### src/rtl/fifo_pkg.sv
// Shared types and sizing helpers for the synchronous FIFO family.
package fifo_pkg;

    typedef enum logic {
        REGISTERED  = 1'b0,
        FALLTHROUGH = 1'b1
    } fwft_mode_e;

    function automatic int cnt_width(input int depth);
        return $clog2(depth + 1);
    endfunction

endpackage

### src/rtl/sync_fifo_if.sv
// Handshake, data and status bundle between a FIFO and its producer/consumer.
interface sync_fifo_if
    import fifo_pkg::*;
#(
    parameter int WIDTH = 16,
    parameter int DEPTH = 4
);
    logic                        w;
    logic                        r;
    logic [WIDTH-1:0]            data_in;
    logic                        err_clr;
    logic [WIDTH-1:0]            data_out;
    logic                        rd_valid;
    logic                        full;
    logic                        empty;
    logic                        almost_full;
    logic                        almost_empty;
    logic [cnt_width(DEPTH)-1:0] count;
    logic                        overflow;
    logic                        underflow;

    modport master (
        output w, r, data_in, err_clr,
        input  data_out, rd_valid, full, empty, almost_full, almost_empty,
               count, overflow, underflow
    );

    modport slave (
        input  w, r, data_in, err_clr,
        output data_out, rd_valid, full, empty, almost_full, almost_empty,
               count, overflow, underflow
    );
endinterface

### src/rtl/fifo_mem.sv
// WIDTH x DEPTH storage array: synchronous write port, asynchronous read port.
module fifo_mem #(
    parameter int WIDTH = 16,
    parameter int DEPTH = 4,
    localparam int PW   = $clog2(DEPTH)
) (
    input  logic             clk,
    input  logic             we,
    input  logic [PW-1:0]    wr_addr,
    input  logic [WIDTH-1:0] wr_data,
    input  logic [PW-1:0]    rd_addr,
    output logic [WIDTH-1:0] rd_data
);

    logic [WIDTH-1:0] mem [DEPTH];

    always_ff @(posedge clk) begin
        if (we) begin
            mem[wr_addr] <= wr_data;
        end
    end

    assign rd_data = mem[rd_addr];

endmodule

### src/rtl/sync_fifo.sv
// Single-clock FIFO with arbitrary depth, occupancy count, threshold flags,
// sticky overflow/underflow and optional first-word-fall-through read mode.
module sync_fifo
    import fifo_pkg::*;
#(
    parameter int         WIDTH    = 16,
    parameter int         DEPTH    = 4,
    parameter int         AF_LEVEL = DEPTH - 1,
    parameter int         AE_LEVEL = 1,
    parameter fwft_mode_e FWFT     = REGISTERED
) (
    input  logic       clk,
    input  logic       rst,
    sync_fifo_if.slave bus
);

    localparam int            CW       = cnt_width(DEPTH);
    localparam int            PW       = $clog2(DEPTH);
    localparam logic [CW-1:0] DEPTH_C  = CW'(DEPTH);
    localparam logic [CW-1:0] AF_C     = CW'(AF_LEVEL);
    localparam logic [CW-1:0] AE_C     = CW'(AE_LEVEL);
    localparam logic [PW-1:0] LAST_PTR = PW'(DEPTH - 1);

    logic [PW-1:0]    wr_ptr;
    logic [PW-1:0]    rd_ptr;
    logic [CW-1:0]    count_q;
    logic             overflow_q;
    logic             underflow_q;
    logic [WIDTH-1:0] head_word;
    logic             full;
    logic             empty;
    logic             bypass;
    logic             wr_ok;
    logic             rd_ok;
    logic             ovf_set;
    logic             unf_set;

    // Explicit wrap so non-power-of-2 depths work.
    function automatic logic [PW-1:0] bump(input logic [PW-1:0] p);
        return (p == LAST_PTR) ? '0 : p + 1'b1;
    endfunction

    always_comb begin
        full    = (count_q == DEPTH_C);
        empty   = (count_q == '0);
        bypass  = (FWFT == REGISTERED) && bus.w && bus.r && empty;
        rd_ok   = bus.r && !empty;
        wr_ok   = bus.w && !bypass && (!full || bus.r);
        ovf_set = bus.w && !bus.r && full;
        unf_set = bus.r && !bus.w && empty;
    end

    always_ff @(posedge clk) begin
        if (rst) begin
            wr_ptr      <= '0;
            rd_ptr      <= '0;
            count_q     <= '0;
            overflow_q  <= 1'b0;
            underflow_q <= 1'b0;
        end else begin
            if (wr_ok) begin
                wr_ptr <= bump(wr_ptr);
            end
            if (rd_ok) begin
                rd_ptr <= bump(rd_ptr);
            end
            case ({wr_ok, rd_ok})
                2'b10:   count_q <= count_q + 1'b1;
                2'b01:   count_q <= count_q - 1'b1;
                default: count_q <= count_q;
            endcase
            // A fresh error in the same cycle as err_clr keeps the flag set.
            overflow_q  <= ovf_set | (overflow_q & ~bus.err_clr);
            underflow_q <= unf_set | (underflow_q & ~bus.err_clr);
        end
    end

    fifo_mem #(
        .WIDTH (WIDTH),
        .DEPTH (DEPTH)
    ) u_mem (
        .clk     (clk),
        .we      (wr_ok),
        .wr_addr (wr_ptr),
        .wr_data (bus.data_in),
        .rd_addr (rd_ptr),
        .rd_data (head_word)
    );

    assign bus.full         = full;
    assign bus.empty        = empty;
    assign bus.almost_full  = (count_q >= AF_C);
    assign bus.almost_empty = (count_q <= AE_C);
    assign bus.count        = count_q;
    assign bus.overflow     = overflow_q;
    assign bus.underflow    = underflow_q;

    generate
        if (FWFT == REGISTERED) begin : g_registered
            logic [WIDTH-1:0] dout_q;
            logic             rv_q;

            always_ff @(posedge clk) begin
                if (rst) begin
                    dout_q <= '0;
                    rv_q   <= 1'b0;
                end else begin
                    rv_q <= rd_ok | bypass;
                    if (rd_ok) begin
                        dout_q <= head_word;
                    end else if (bypass) begin
                        dout_q <= bus.data_in;
                    end
                end
            end

            assign bus.data_out = dout_q;
            assign bus.rd_valid = rv_q;
        end else begin : g_fallthrough
            assign bus.data_out = empty ? '0 : head_word;
            assign bus.rd_valid = !empty;
        end
    endgenerate

endmodule
### src/flat_wrapper.sv
// flat-port wrapper written by rule: the top's interface ports become plain ports
module sync_fifo_flat import fifo_pkg::*;
#(
    parameter int         WIDTH    = 16,
    parameter int         DEPTH    = 4,
    parameter int         AF_LEVEL = DEPTH - 1,
    parameter int         AE_LEVEL = 1,
    parameter fwft_mode_e FWFT     = REGISTERED
)
  (clk, rst, bus_w, bus_r, bus_data_in, bus_err_clr, bus_data_out, bus_rd_valid, bus_full, bus_empty, bus_almost_full, bus_almost_empty, bus_count, bus_overflow, bus_underflow);
  sync_fifo_if #(.WIDTH(WIDTH), .DEPTH(DEPTH)) bus_i ();
  input  logic clk;
  input  logic rst;
  input wire logic [$bits(bus_i.w)-1:0] bus_w;
  input wire logic [$bits(bus_i.r)-1:0] bus_r;
  input wire logic [$bits(bus_i.data_in)-1:0] bus_data_in;
  input wire logic [$bits(bus_i.err_clr)-1:0] bus_err_clr;
  output wire logic [$bits(bus_i.data_out)-1:0] bus_data_out;
  output wire logic [$bits(bus_i.rd_valid)-1:0] bus_rd_valid;
  output wire logic [$bits(bus_i.full)-1:0] bus_full;
  output wire logic [$bits(bus_i.empty)-1:0] bus_empty;
  output wire logic [$bits(bus_i.almost_full)-1:0] bus_almost_full;
  output wire logic [$bits(bus_i.almost_empty)-1:0] bus_almost_empty;
  output wire logic [$bits(bus_i.count)-1:0] bus_count;
  output wire logic [$bits(bus_i.overflow)-1:0] bus_overflow;
  output wire logic [$bits(bus_i.underflow)-1:0] bus_underflow;
  assign bus_i.w = bus_w;
  assign bus_i.r = bus_r;
  assign bus_i.data_in = bus_data_in;
  assign bus_i.err_clr = bus_err_clr;
  assign bus_data_out = bus_i.data_out;
  assign bus_rd_valid = bus_i.rd_valid;
  assign bus_full = bus_i.full;
  assign bus_empty = bus_i.empty;
  assign bus_almost_full = bus_i.almost_full;
  assign bus_almost_empty = bus_i.almost_empty;
  assign bus_count = bus_i.count;
  assign bus_overflow = bus_i.overflow;
  assign bus_underflow = bus_i.underflow;
  sync_fifo #(.WIDTH(WIDTH), .DEPTH(DEPTH), .AF_LEVEL(AF_LEVEL), .AE_LEVEL(AE_LEVEL), .FWFT(FWFT)) u_core (.clk(clk), .rst(rst), .bus(bus_i));
endmodule
### config.mk
export PLATFORM = sky130hd
export DESIGN_NAME = sync_fifo_flat
export DESIGN_NICKNAME = d
export VERILOG_FILES = /design/src/rtl/fifo_pkg.sv /design/src/rtl/sync_fifo_if.sv /design/src/rtl/fifo_mem.sv /design/src/rtl/sync_fifo.sv /design/src/flat_wrapper.sv
export SDC_FILE = /design/constraint.sdc
export NUM_CORES = 1
export LEC_CHECK = 0
export ABC_AREA = 1
export BUFFER_PORTS_ARGS = -buffer_cell sky130_fd_sc_hd__buf_2
export CAP_MARGIN = 15
export CORE_UTILIZATION = 55
export DETAILED_ROUTE_END_ITERATION = 8
export GPL_ROUTABILITY_DRIVEN = 0
export PLACE_DENSITY_LB_ADDON = 0.12
export SLEW_MARGIN = 20
export SYNTH_ARGS = -nofsm -noshare
export SYNTH_HDL_FRONTEND = slang
export SYNTH_SLANG_ARGS = --single-unit
### constraint.sdc
create_clock -name clk -period 5.15 [get_ports clk]
set_input_delay 0.2575 -clock clk [delete_from_list [all_inputs] [get_ports clk]]
set_output_delay 0.2575 -clock clk [all_outputs]
set_load 0.01 [all_outputs]
; ---- Yosys cells after proc, flatten, opt, wreduce, memory -nomap -nowiden
; Memories as Yosys holds them, arrays and structs flattened. A register that Yosys moved wholly into a read port is not among the register bits.
; Index checks and enable logic that the tools add are counted.
[word_totals]
ff_bits = 26
ram_bits = 64
out_inout_bits = 26
wordCells = 52
mem_count = 1
[mem_list]
columns = name, depth, word_bits, read_ports, rd_ports_with_merged_regs, write_ports, line_no
row1 = u_core.u_mem.mem, 4, 16, 1, 1, 1, fifo_mem.sv:15  ; logic [WIDTH-1:0] mem [DEPTH];
[classes]
n_addsub = 4
n_lt_le_gt_ge = 2
eq_ne = 5
n_mux = 9
bitwise = 6
n_reduce_logical = 18
[ops]
columns = cell, n
row1 = two-way mux 16 bit, 2
row2 = logical AND 1 bit, 9
row3 = two-way mux 2 bit, 4
row4 = "equality test 2 bit, second input constant", 3
row5 = case mux 3 bit (2 select lines), 1
row6 = logical NOT 1 bit, 5
row7 = "adder 2 x 1 -> 2 bit, second input constant", 2
row8 = nonzero test 2 bit, 2
row9 = "adder 3 x 1 -> 3 bit, second input constant", 1
row10 = "equality test 3 bit, second input constant", 1
row11 = "greater-or-equal comparator 3 x 2 -> 1 bit, second input constant", 1
row12 = "less-or-equal comparator 3 x 1 -> 1 bit, second input constant", 1
row13 = logical NOT 3 bit, 1
row14 = bitwise OR 1 bit, 3
row15 = "subtractor 3 x 1 -> 3 bit, second input constant", 1
row16 = bitwise AND 1 bit, 2
row17 = "equality test 2 x 1 -> 1 bit, second input constant", 1
row18 = two-way mux 1 bit, 2
row19 = logical OR 1 bit, 1
row20 = NOT 1 bit, 1

; ---- Longest topological paths before layout
; Gate-level depths: netlist (run 1).
[logic_depth]
depth_word = 7
ltp_mapped = 10

; ---- Modules after synthesis
; A second synthesis (run 1) with hierarchy kept.
[hier_totals]
cells_unflattened = 475
hier_area_um2 = 4264.1
[modules_own_cells]
columns = mod, instances, cells_per_inst, area_each_um2, seq_area_each_um2
row1 = fifo_mem, 1, 259, 2758.9, 1921.8
row2 = sync_fifo, 1, 216, 1505.2, 520.5

; ---- Worst setup path before layout (run 1)
; OpenSTA, ideal clock, no wires.
[synth_timing]
kind = reg-to-reg
startpoint = register u_core.count_q[0], in the netlist u_core.bus.count[0]
endpoint = memory u_core.u_mem.mem[0][0] (enable)
setup_time_ns = 0.389
arrival_ns = 1.847
required_ns = 4.761
setup_slack_ns = 2.915
path_stages_with_launch = 8
path_cell_list = dfxtp_1 > inv_1 > ha_1 > nand2_1 > inv_1 > nand2_1 > nand3_2 > nor2_1
[synth_between]
word_cells_on_any_way = 10
classes_between = 1 x eq/ne / 2 x mux / 7 x reduce/logical
[synth_lines]
columns = item, line_no
row1 = "start, declared", sync_fifo.sv:26  ; logic [CW-1:0] count_q;
row2 = "start signal, assigned", sync_fifo.sv:68  ; 2'b10: count_q <= count_q + 1'b1;
row3 = "start signal, assigned", sync_fifo.sv:69  ; 2'b01: count_q <= count_q - 1'b1;
row4 = "start signal, assigned", sync_fifo.sv:70  ; default: count_q <= count_q;
row5 = equality test 3 bit, sync_fifo.sv:44  ; full = (count_q == DEPTH_C);
row6 = net bus_full, flat_wrapper.sv:20  ; output wire logic [$bits(bus_i.full)-1:0] bus_full;
row7 = logical NOT 1 bit, sync_fifo.sv:48  ; wr_ok = bus.w && !bypass && (!full || bus.r);
row8 = logical OR 1 bit, sync_fifo.sv:48
row9 = logical AND 1 bit, sync_fifo.sv:48
row10 = two-way mux 1 bit, fifo_mem.sv:18  ; if (we) begin
row11 = two-way mux 1 bit (implied by the code), fifo_mem.sv:19  ; mem[wr_addr] <= wr_data;
row12 = "end, declared", fifo_mem.sv:15
; The timed path passes the listed nets, and every way through them passes these cells.

; ---- Worst setup path in the final report (run 1)
[layout_timing]
startpoint = register u_core.count_q[0], in the netlist u_core.bus.count[0]
endpoint = memory u_core.u_mem.mem[2][7] (enable)
[layout_between]
elab_chain_cells = 7
word_cells_on_any_way = 10
classes_between = 1 x eq/ne / 2 x mux / 7 x reduce/logical
[layout_lines]
columns = item, line_no
row1 = logical NOT 3 bit, sync_fifo.sv:45  ; empty = (count_q == '0);
row2 = logical AND 1 bit, sync_fifo.sv:46  ; bypass = (FWFT == REGISTERED) && bus.w && bus.r && empty;
row3 = logical NOT 1 bit, sync_fifo.sv:48
row4 = logical AND 1 bit, sync_fifo.sv:48
row5 = logical AND 1 bit *, sync_fifo.sv:48
row6 = two-way mux 1 bit *, fifo_mem.sv:18
row7 = two-way mux 1 bit (implied by the code) *, fifo_mem.sv:19
; Every way passes the cells marked *; elsewhere a longest branch is shown, timed or not.

==> results_dict.tcl, run 1 <==
set metrics [dict create \
    worst-slew-pin-transition_ns 0.934 \
    crit_path_start "u_core.bus.count[0]$_SDFFE_PP0P_" \
    synth_seq_cells 92 \
    worstHoldEndpoint "u_core.bus.overflow$_SDFF_PP0_" \
    avgSynthCellArea_um2 10.6 \
    drt-initial-drc-count 142 \
    mostFrequentLayoutCells "nand2_1, edfxtp_1, buf_2, nand3_1, dfxtp_1" \
    synth_fp_nets 401 \
    std_cell_rows 30 \
    startpoint_type "flop" \
    die_area_um2 7490 \
    core_um2 6830 \
    grt_setup_unrepaired "false" \
    finalPower_mw 2.17 \
    nets 445 \
    wl_per_cell_um 14.4 \
    ys_seq_area_share_pct 63.1 \
    dpl.hpwl_mm 4.66 \
    netlist_area_um2 3930 \
    diodes 0 \
    worstHoldStart "rst" \
    cap_violations 0 \
    layout_commonest_cell "nand2_1" \
    clock_sinks 92 \
    place_area_um2 4190 \
    yosysTopAreaCellShare_pct 48.9 \
    vias_per_cell 5.15 \
    min_period_ns 2.19 \
    fp.dieW_um 86.5 \
    clock.fmax_mhz 457 \
    post-route-period-util_pct 42.5 \
    r2r-end "u_core.u_mem.mem[2][7]$_DFFE_PP_" \
    hold_class "input port to flop" \
    port_buffers 46 \
    grt_pass1_wl_mm 12.0 \
    synth_largest_area_cell "edfxtp_1" \
    grt_max_degree 34 \
    drtPass1Iterations 4 \
    stdcell_area_um2 4380 \
    crit_type "flop to flop" \
    syn_inst 370 \
    die_h_um 86.5 \
    cts_buffer_depth 2 \
    cts_setup_buffers 0 \
    yosys_warnings 0 \
    reg2reg_from "u_core.bus.count[0]$_SDFFE_PP0P_" \
    start_util_pct 57.5 \
    cts_buffers 9 \
    grt_pass1_vias 2486 \
    critPathArrivalTime_ns 2.24 \
    yosys-top-cells-area "edfxtp_1, dfxtp_1, nand2_1, nand3_1, ha_1" \
    cts.htree.levels 3 \
    cellLeakagePower_nw 1.82 \
    ant_nets 0 \
    post_cts_resized 0 \
    rr_worst_depth 8 \
    num_vias 2652 \
    setup_viol 0 \
    grt_use_total_pct 21.8 \
    cts_hold_buf 0 \
    run_status "complete, no violations" \
    cts_root_buf "clkbuf_8" \
    required_ns 5.20 \
    area_delta_synth_final_pct 11.3 \
    overflow 0 \
    drive_above_1_share_pct 23.2 \
    fin_hold_ws_ns 0.118 \
    regToRegSetupSlack_ns 2.96 \
    cts_tree "yes" \
    end_kind "flop" \
    critPathMaxFanout 10 \
    cts.clk_slew.worst_paths_ns 0.09 \
    drv_slew 0 \
    drt-total-wl_mm 7.41 \
    irDropWorstVdd_v 0.000350 \
    drc 0 \
    tns_ns 0 \
    insertion_delay_ns 0.35 \
    fin_skew_ns 0.00903 \
    min_path_cells 2 \
    io_pins 47 \
    maxSlewHeadroom_pct 37.6 \
    power.density_nw_per_um2 496 \
    ys_types 30 \
    hold_violations 0 \
    antenna_found_initial 0 \
]
==> sequential cells by signal, indices dropped and copies added, names as in the netlist, named ones only <==
signal                cells
u_core.u_mem.mem         64
u_core.bus.data_out      16
u_core.bus.count          3
u_core.rd_ptr             2
u_core.wr_ptr             2
u_core.bus.overflow       1
u_core.bus.rd_valid       1
u_core.bus.underflow      1
==> worst max-delay path: stages (launching register included) <==
cell and delay [ns]:
dfxtp_1 0.36, inv_1 0.10, ha_1 0.27, nand2_1 0.09, inv_1 0.06, nand2_1 0.07, nand3_2 0.17, nor2_1 0.49
buf_4 0.30
==> cell usage after synthesis, drive strengths merged <==
cell type    n
nand2      111
edfxtp      64
nand3       39
a21oi       28
dfxtp       28
o21ai       23
inv         20
buf         15
nor2        14
or2         12
ha          10
clkbuf       3
xor2         2
o211a        1
==> worst max-delay path by stage <==
stage	to	slack, ns
final	u_core.u_mem.mem[2][7]$_DFFE_PP_	2.96
after global routing	u_core.u_mem.mem[2][3]$_DFFE_PP_	2.75
after global placement	u_core.u_mem.mem[2][3]$_DFFE_PP_	3.03
after CTS	u_core.u_mem.mem[2][7]$_DFFE_PP_	2.92
after detailed placement	u_core.u_mem.mem[2][5]$_DFFE_PP_	2.94
after floorplan	u_core.u_mem.mem[0][0]$_DFFE_PP_	2.91
==> power by group <==
part	switching [mW]	internal, mW
Clock	0.242	0.203
Combinational	0.487	0.255
Sequential	0.0696	0.915
==> final cells by class <==
cell class | instances | area [um^2]
well taps | 96 | 120
inverters | 20 | 77.6
repair buffers | 51 | 268
clock buffers | 11 | 151
fillers | 555 | 2460
multi-input cells | 240 | 1240
clock inverters | 5 | 35.0
flip-flops and latches | 92 | 2480
==> layer usage <==
| layer | vias to the layer above | track usage, % | routed length [um] | part of all wire (%) |
|---|---|---|---|---|
| li1 | 1334 | - | - | - |
| met1 | 1245 | 28.8 | 3430 | 46 |
| met2 | 64 | 35.5 | 3590 | 48 |
| met3 | 9 | 3.52 | 281 | 3.8 |
| met4 | 0 | 10.5 | 110 | 1.5 |
| met5 | - | 0 | 0 | 0 |
==> kinds of logic after synthesis <==
| logic type | count (synthesis) | synth area share [%] |
|---|---|---|
| adder cells (fa/ha/maj) | 10 | 3.18 |
| AO/OA/AOI/OAI | 52 | 8.56 |
| buffers and inverters | 38 | 5.28 |
| AND/OR/NAND/NOR | 176 | 19.4 |
| flip-flops | 92 | 63.1 |
| XOR/XNOR | 2 | 0.446 |
==> stage by stage <==
step	worst slack, ns	std cells	utilization (%)
2_1_floorplan	2.91	370	-
3_3_place_gp	3.03	499	61.3
3_5_place_dp	2.94	499	61.3
4_1_cts	2.92	515	64.0
5_1_grt	2.75	515	64.0
6_report	2.96	515	64.0
No activity file was read; power rests on OpenSTA's default activity.
==> run 2: changes to the inputs <==
--- a/config.mk
+++ b/config.mk
@@ -8,7 +8,7 @@
 export ABC_AREA = 1
 export BUFFER_PORTS_ARGS = -buffer_cell sky130_fd_sc_hd__buf_2
 export CAP_MARGIN = 15
-export CORE_UTILIZATION = 55
+export CORE_UTILIZATION = 52
 export DETAILED_ROUTE_END_ITERATION = 8
 export GPL_ROUTABILITY_DRIVEN = 0
 export PLACE_DENSITY_LB_ADDON = 0.12
==> constraint.sdc (replaced) <==
create_clock -name clk -period 1.9 [get_ports clk]
set_input_delay 0.095 -clock clk [delete_from_list [all_inputs] [get_ports clk]]
set_output_delay 0.095 -clock clk [all_outputs]
set_load 0.01 [all_outputs]
==> run 2 against run 1 <==
Power increased to 2.8 times the previous value. Routed wire length increased by 7.6%. Critical path depth increased by 2. Final cell count increased by 5.8%. Die area increased by 5.6%. Largest cell class unchanged. Highest routed layer unchanged.
==> results_dict.tcl, run 2 (synthesized netlist as in run 1, its figures left out) <==
set metrics [dict create \
    run_status "complete, no violations" \
    fin_skew_ns 0.0126 \
    grt_max_degree 33 \
    power.share.clock_pct 19.7 \
    regToRegSetupSlack_ns 0.17 \
    reg2reg_from "u_core.bus.count[0]$_SDFFE_PP0P_" \
    finalPower_mw 6.13 \
    max_stage_delay_ns 0.36 \
    drt-met1-wl_mm 3.57 \
    hold_violations 0 \
    swShare_pct 36.3 \
    start_util_pct 53.9 \
    cts_tree "yes" \
    wl_met3_um 330 \
    r2r-end "u_core.bus.count[2]$_SDFFE_PP0P_" \
    largest_reg_flops 64 \
    min_path_cells 1 \
    overflow 0 \
    worst-slew-pin-transition_ns 0.545 \
    irDropWorstVdd_v 0.000854 \
    post-route-period-util_pct 91.0 \
    area_delta_synth_final_pct 19.7 \
    power.density_nw_per_um2 1300 \
    routed-wl-met2_mm 4.01 \
    clock_sinks 92 \
    critPathArrivalTime_ns 1.97 \
    end_kind "flop" \
    cap_violations 0 \
    die_area_um2 7910 \
    crit_family "adder cells" \
    ant_nets 0 \
    cp_slowest_cell "dfxtp_1" \
    vias_per_cell 5.03 \
    intPower_mw 3.90 \
    min_period_ns 1.73 \
    hold_class "input port to flop" \
    p_seq_share_pct 43.4 \
    io_pins 47 \
    drt-initial-drc-count 148 \
    startpoint_type "flop" \
    nets 472 \
    cts_root_buf "clkbuf_8" \
    fp.dieW_um 89.0 \
    crit_type "flop to flop" \
    combPwrFrac_pct 36.9 \
    clock.fmax_mhz 578 \
    critPathMaxFanout 6 \
    grt_pass1_vias 2533 \
    cts.htree.levels 3 \
    mostFrequentLayoutCells "nand2_1, edfxtp_1, buf_2, nand3_1, dfxtp_1" \
    cts_buffer_depth 2 \
    core_um2 7290 \
    diodes 0 \
    cp_common_cell "inv_1" \
    wl_per_cell_um 14.6 \
    cellLeakagePower_nw 1.95 \
    insertion_delay_ns 0.35 \
    place_area_um2 4320 \
    required_ns 2.14 \
    drive_above_1_share_pct 24.9 \
    maxSlewHeadroom_pct 63.6 \
    rr_worst_depth 10 \
    std_cell_rows 31 \
    worstHoldEndpoint "u_core.u_mem.mem[2][7]$_DFFE_PP_" \
    tns_ns 0 \
    port_buffers 46 \
    cts_setup_buffers 0 \
    antenna_found_initial 0 \
    num_vias 2743 \
    drc 0 \
    dr.max_layer_used "met4" \
    cts.clk_slew.worst_paths_ns 0.08 \
    layout_commonest_cell "nand2_1" \
    dpl.hpwl_mm 5.21 \
    setup_viol 0 \
    grt_setup_unrepaired "false" \
    crit_chain "inv_1 > ha_2 > nand2_1 > inv_1 > nand2_1 > nand3_4 > ha_4 > inv_1 > o21ai_0 > a21oi_1" \
    regMostFlops "u_core.u_mem.mem" \
    worstHoldStart "bus_data_in[7]" \
    cts_buffers 9 \
    grt_pass1_wl_mm 12.7 \
    drt-total-wl_mm 7.98 \
    drv_slew 0 \
    switchingPower_mw 2.23 \
    die_h_um 89.0 \
    stdcell_area_um2 4700 \
    grt_use_total_pct 22.3 \
    cp_num_buf_inv 3 \
    drtPass1Iterations 4 \
]
## run 2: timing repair
| item | in CTS | in global routing |
|---|---|---|
| gates resized for setup | 1 | 3 |
| hold endpoints to repair | 55 | 8 |
| setup endpoints to repair | 1 | 67 |
| hold buffers | 16 | 2 |
## run 2: worst max path at each step
stage	to	depth (start not counted)	start	slack, ns
after floorplan	u_core.u_mem.mem[0][0]$_DFFE_PP_	7	u_core.bus.count[0]$_SDFFE_PP0P_	-0.12
after global placement	u_core.bus.count[2]$_SDFFE_PP0P_	10	u_core.bus.count[0]$_SDFFE_PP0P_	0.05
after detailed placement	u_core.bus.count[0]$_SDFFE_PP0P_	9	u_core.bus.count[0]$_SDFFE_PP0P_	0.02
after CTS	u_core.bus.count[2]$_SDFFE_PP0P_	10	u_core.bus.count[0]$_SDFFE_PP0P_	0.05
after global routing	u_core.bus.count[2]$_SDFFE_PP0P_	10	u_core.bus.count[0]$_SDFFE_PP0P_	0.02
final	u_core.bus.count[2]$_SDFFE_PP0P_	10	u_core.bus.count[0]$_SDFFE_PP0P_	0.17
## run 2: metal layers
metal | GRT usage (%) | vias up
li1 | - | 1389
met1 | 29.1 | 1280
met2 | 37.3 | 67
met3 | 4.80 | 7
met4 | 7.79 | 0
met5 | 0 | -
## run 2: worst register-to-register path, stage by stage (launching register included)
cell and delay [ns]:
dfxtp_1 0.36, inv_1 0.10, ha_2 0.23, nand2_1 0.07, inv_1 0.07, nand2_1 0.11
nand3_4 0.15, ha_4 0.32, inv_1 0.05, o21ai_0 0.13, a21oi_1 0.05
## run 2: stage by stage
stage | hold WS (ns) | cells | util, % | worst slack (ns)
floorplan | 0.164 | 370 | - | -0.115
global placement | 0.325 | 511 | 59.2 | 0.0483
detailed placement | 0.325 | 511 | 59.2 | 0.0201
CTS | 0.000649 | 543 | 64.1 | 0.0511
global route | 0.00678 | 545 | 64.5 | 0.0200
finish | 0.0253 | 545 | 64.5 | 0.171
## run 2: power groups by stage
stage | registers, mW | logic, mW | clock network [mW]
after floorplan | 2.70 | 1.56 | 0
after global placement | 2.70 | 2.19 | 0
after detailed placement | 2.71 | 2.21 | 0
after CTS | 2.66 | 2.27 | 1.23
after global routing | 2.70 | 2.56 | 1.33
final | 2.66 | 2.26 | 1.21
## run 2: area by class of cell
| class | count | area, um^2 |
|---|---|---|
| clock buffers | 12 | 156 |
| clock inverters | 4 | 23.8 |
| fillers | 620 | 2590 |
| inverters | 20 | 77.6 |
| multi-input cells | 240 | 1270 |
| flip-flops and latches | 92 | 2480 |
| well taps | 99 | 124 |
| repair buffers | 78 | 566 |
==> run 3: changes to the inputs <==
--- a/config.mk
+++ b/config.mk
@@ -8,10 +8,10 @@
 export ABC_AREA = 1
 export BUFFER_PORTS_ARGS = -buffer_cell sky130_fd_sc_hd__buf_2
 export CAP_MARGIN = 15
-export CORE_UTILIZATION = 52
+export CORE_UTILIZATION = 62
 export DETAILED_ROUTE_END_ITERATION = 8
 export GPL_ROUTABILITY_DRIVEN = 0
-export PLACE_DENSITY_LB_ADDON = 0.12
+export PLACE_DENSITY = 0.82
 export SLEW_MARGIN = 20
 export SYNTH_ARGS = -nofsm -noshare
 export SYNTH_HDL_FRONTEND = slang
==> constraint.sdc (replaced) <==
create_clock -name clk -period 2.2 [get_ports clk]
set_input_delay 0.11 -clock clk [delete_from_list [all_inputs] [get_ports clk]]
set_output_delay 0.11 -clock clk [all_outputs]
set_load 0.01 [all_outputs]
==> run 3 against run 2 <==
Utilization increased by 11 points. Fmax decreased by 9.7%. Register-to-register slack improved by 0.11 ns. Worst hold slack got worse by 0.011 ns. Final cell count decreased by 5.3%. Largest cell class unchanged. Global-route usage increased by 3.6 points.
==> results_dict.tcl, run 3 (synthesized netlist as in run 1, its figures left out) <==
set metrics [dict create \
    hold_violations 0 \
    cellLeakagePower_nw 1.92 \
    area_delta_synth_final_pct 16.3 \
    port_buffers 46 \
    regMostFlops "u_core.u_mem.mem" \
    maxSlewHeadroom_pct 62.4 \
    crit_family "adder cells" \
    cts_buffer_depth 2 \
    largest_reg_flops 64 \
    die_area_um2 6660 \
    crit_chain "inv_1 > ha_1 > inv_2 > nor2_4 > nand2_1 > nand3_2 > ha_1 > a21oi_1 > o21ai_0 > inv_1" \
    drive_above_1_share_pct 22.9 \
    ant_nets 0 \
    mostFrequentLayoutCells "nand2_1, edfxtp_1, buf_2, nand3_1, dfxtp_1" \
    drt-total-wl_mm 7.98 \
    cts_setup_buffers 0 \
    drc 0 \
    clock_sinks 92 \
    grt_max_degree 33 \
    std_cell_rows 28 \
    min_period_ns 1.92 \
    clock.fmax_mhz 522 \
    layout_commonest_cell "nand2_1" \
    power.density_nw_per_um2 1160 \
    startpoint_type "flop" \
    cap_violations 0 \
    vias_per_cell 5.32 \
    cp_num_buf_inv 3 \
    cts.htree.levels 3 \
    worst-slew-pin-transition_ns 0.563 \
    dpl.hpwl_mm 4.92 \
    antenna_found_initial 0 \
    irDropWorstVdd_v 0.000849 \
    crit_type "flop to flop" \
    drtPass1Iterations 4 \
    diodes 0 \
    post-route-period-util_pct 87.1 \
    cts_hold_buf 17 \
    finalPower_mw 5.29 \
    hold_class "input port to flop" \
    grt_setup_unrepaired "false" \
    cp_slowest_cell "ha_1" \
    max_stage_delay_ns 0.40 \
    insertion_delay_ns 0.36 \
    drv_slew 0 \
    cts_root_buf "clkbuf_8" \
    overflow 0 \
    start_util_pct 65.2 \
    grt_use_total_pct 26.0 \
    place_inst 483 \
    num_vias 2743 \
    cts.clk_slew.worst_paths_ns 0.09 \
    cts_buffers 9 \
    final_cells 516 \
    post_cts_resized 0 \
    wl_per_cell_um 15.5 \
    fp.dieW_um 81.6 \
    run_status "complete, no violations" \
    critPathMaxFanout 9 \
    required_ns 2.51 \
    cts_tree "yes" \
    drt-initial-drc-count 170 \
    final_util_pct 75.9 \
    grt_pass1_wl_mm 12.3 \
    io_pins 47 \
    fin_skew_ns 0.0117 \
    setup_viol 0 \
    end_kind "flop" \
    critPathArrivalTime_ns 2.22 \
    core_um2 6030 \
    nets 467 \
    die_h_um 81.6 \
    grt_pass1_vias 2613 \
]
[run 3: through the flow]
| step | hold WS [ns] | setup TNS [ns] | cell area [um^2] | setup slack (ns) |
|---|---|---|---|---|
| floorplan | 0.179 | -2.26 | 3930 | -0.0353 |
| global placement | 0.339 | 0 | 4200 | 0.386 |
| detailed placement | 0.342 | 0 | 4200 | 0.312 |
| CTS | 0.00840 | 0 | 4570 | 0.283 |
| global route | 0.0341 | 0 | 4570 | 0.146 |
| finish | 0.0139 | 0 | 4570 | 0.285 |
[run 3: per-layer routing]
metal / routed length [um] / part of all wire, % / track usage, %
met1: 3510 / 44 / 33.1
met3: 460 / 5.8 / 5.11
met4: 94 / 1.2 / 11.4
met2: 3920 / 49 / 43.2
met5: 0 / 0 / 0
[run 3: path summary, 6_finish.rpt]
check / from / to / slack [ns] / cells past startpoint
setup / recovery: u_core.bus.count[1]$_SDFFE_PP0P_ / u_core.bus.count[1]$_SDFFE_PP0P_ / 0.28 / 10
hold / removal: bus_err_clr / u_core.bus.overflow$_SDFF_PP0_ / 0.01 / 4
setup reg to reg: u_core.bus.count[1]$_SDFFE_PP0P_ / u_core.bus.count[1]$_SDFFE_PP0P_ / 0.28 / 10
hold reg to reg: u_core.bus.underflow$_SDFF_PP0_ / u_core.bus.underflow$_SDFF_PP0_ / 0.47 / 2
[run 3: final cells by class]
class | count | area, um^2
fillers | 431 | 1450
clock buffers | 11 | 141
clock inverters | 5 | 60.1
repair buffers | 73 | 475
flip-flops and latches | 92 | 2480
multi-input cells | 240 | 1240
inverters | 20 | 77.6
well taps | 75 | 93.8
[run 3: report_power, final]
part	switching [mW]	internal, mW
Combinational	1.19	0.646
Clock	0.585	0.561
Sequential	0.157	2.14
[run 3: worst reg2reg max path, cell delays in order, from the launching register on]
cell and delay [ns]:
dfxtp_1 0.38, inv_1 0.10, ha_1 0.26, inv_2 0.11
nor2_4 0.05, nand2_1 0.09, nand3_2 0.15, ha_1 0.40
a21oi_1 0.18, o21ai_0 0.09, inv_1 0.06
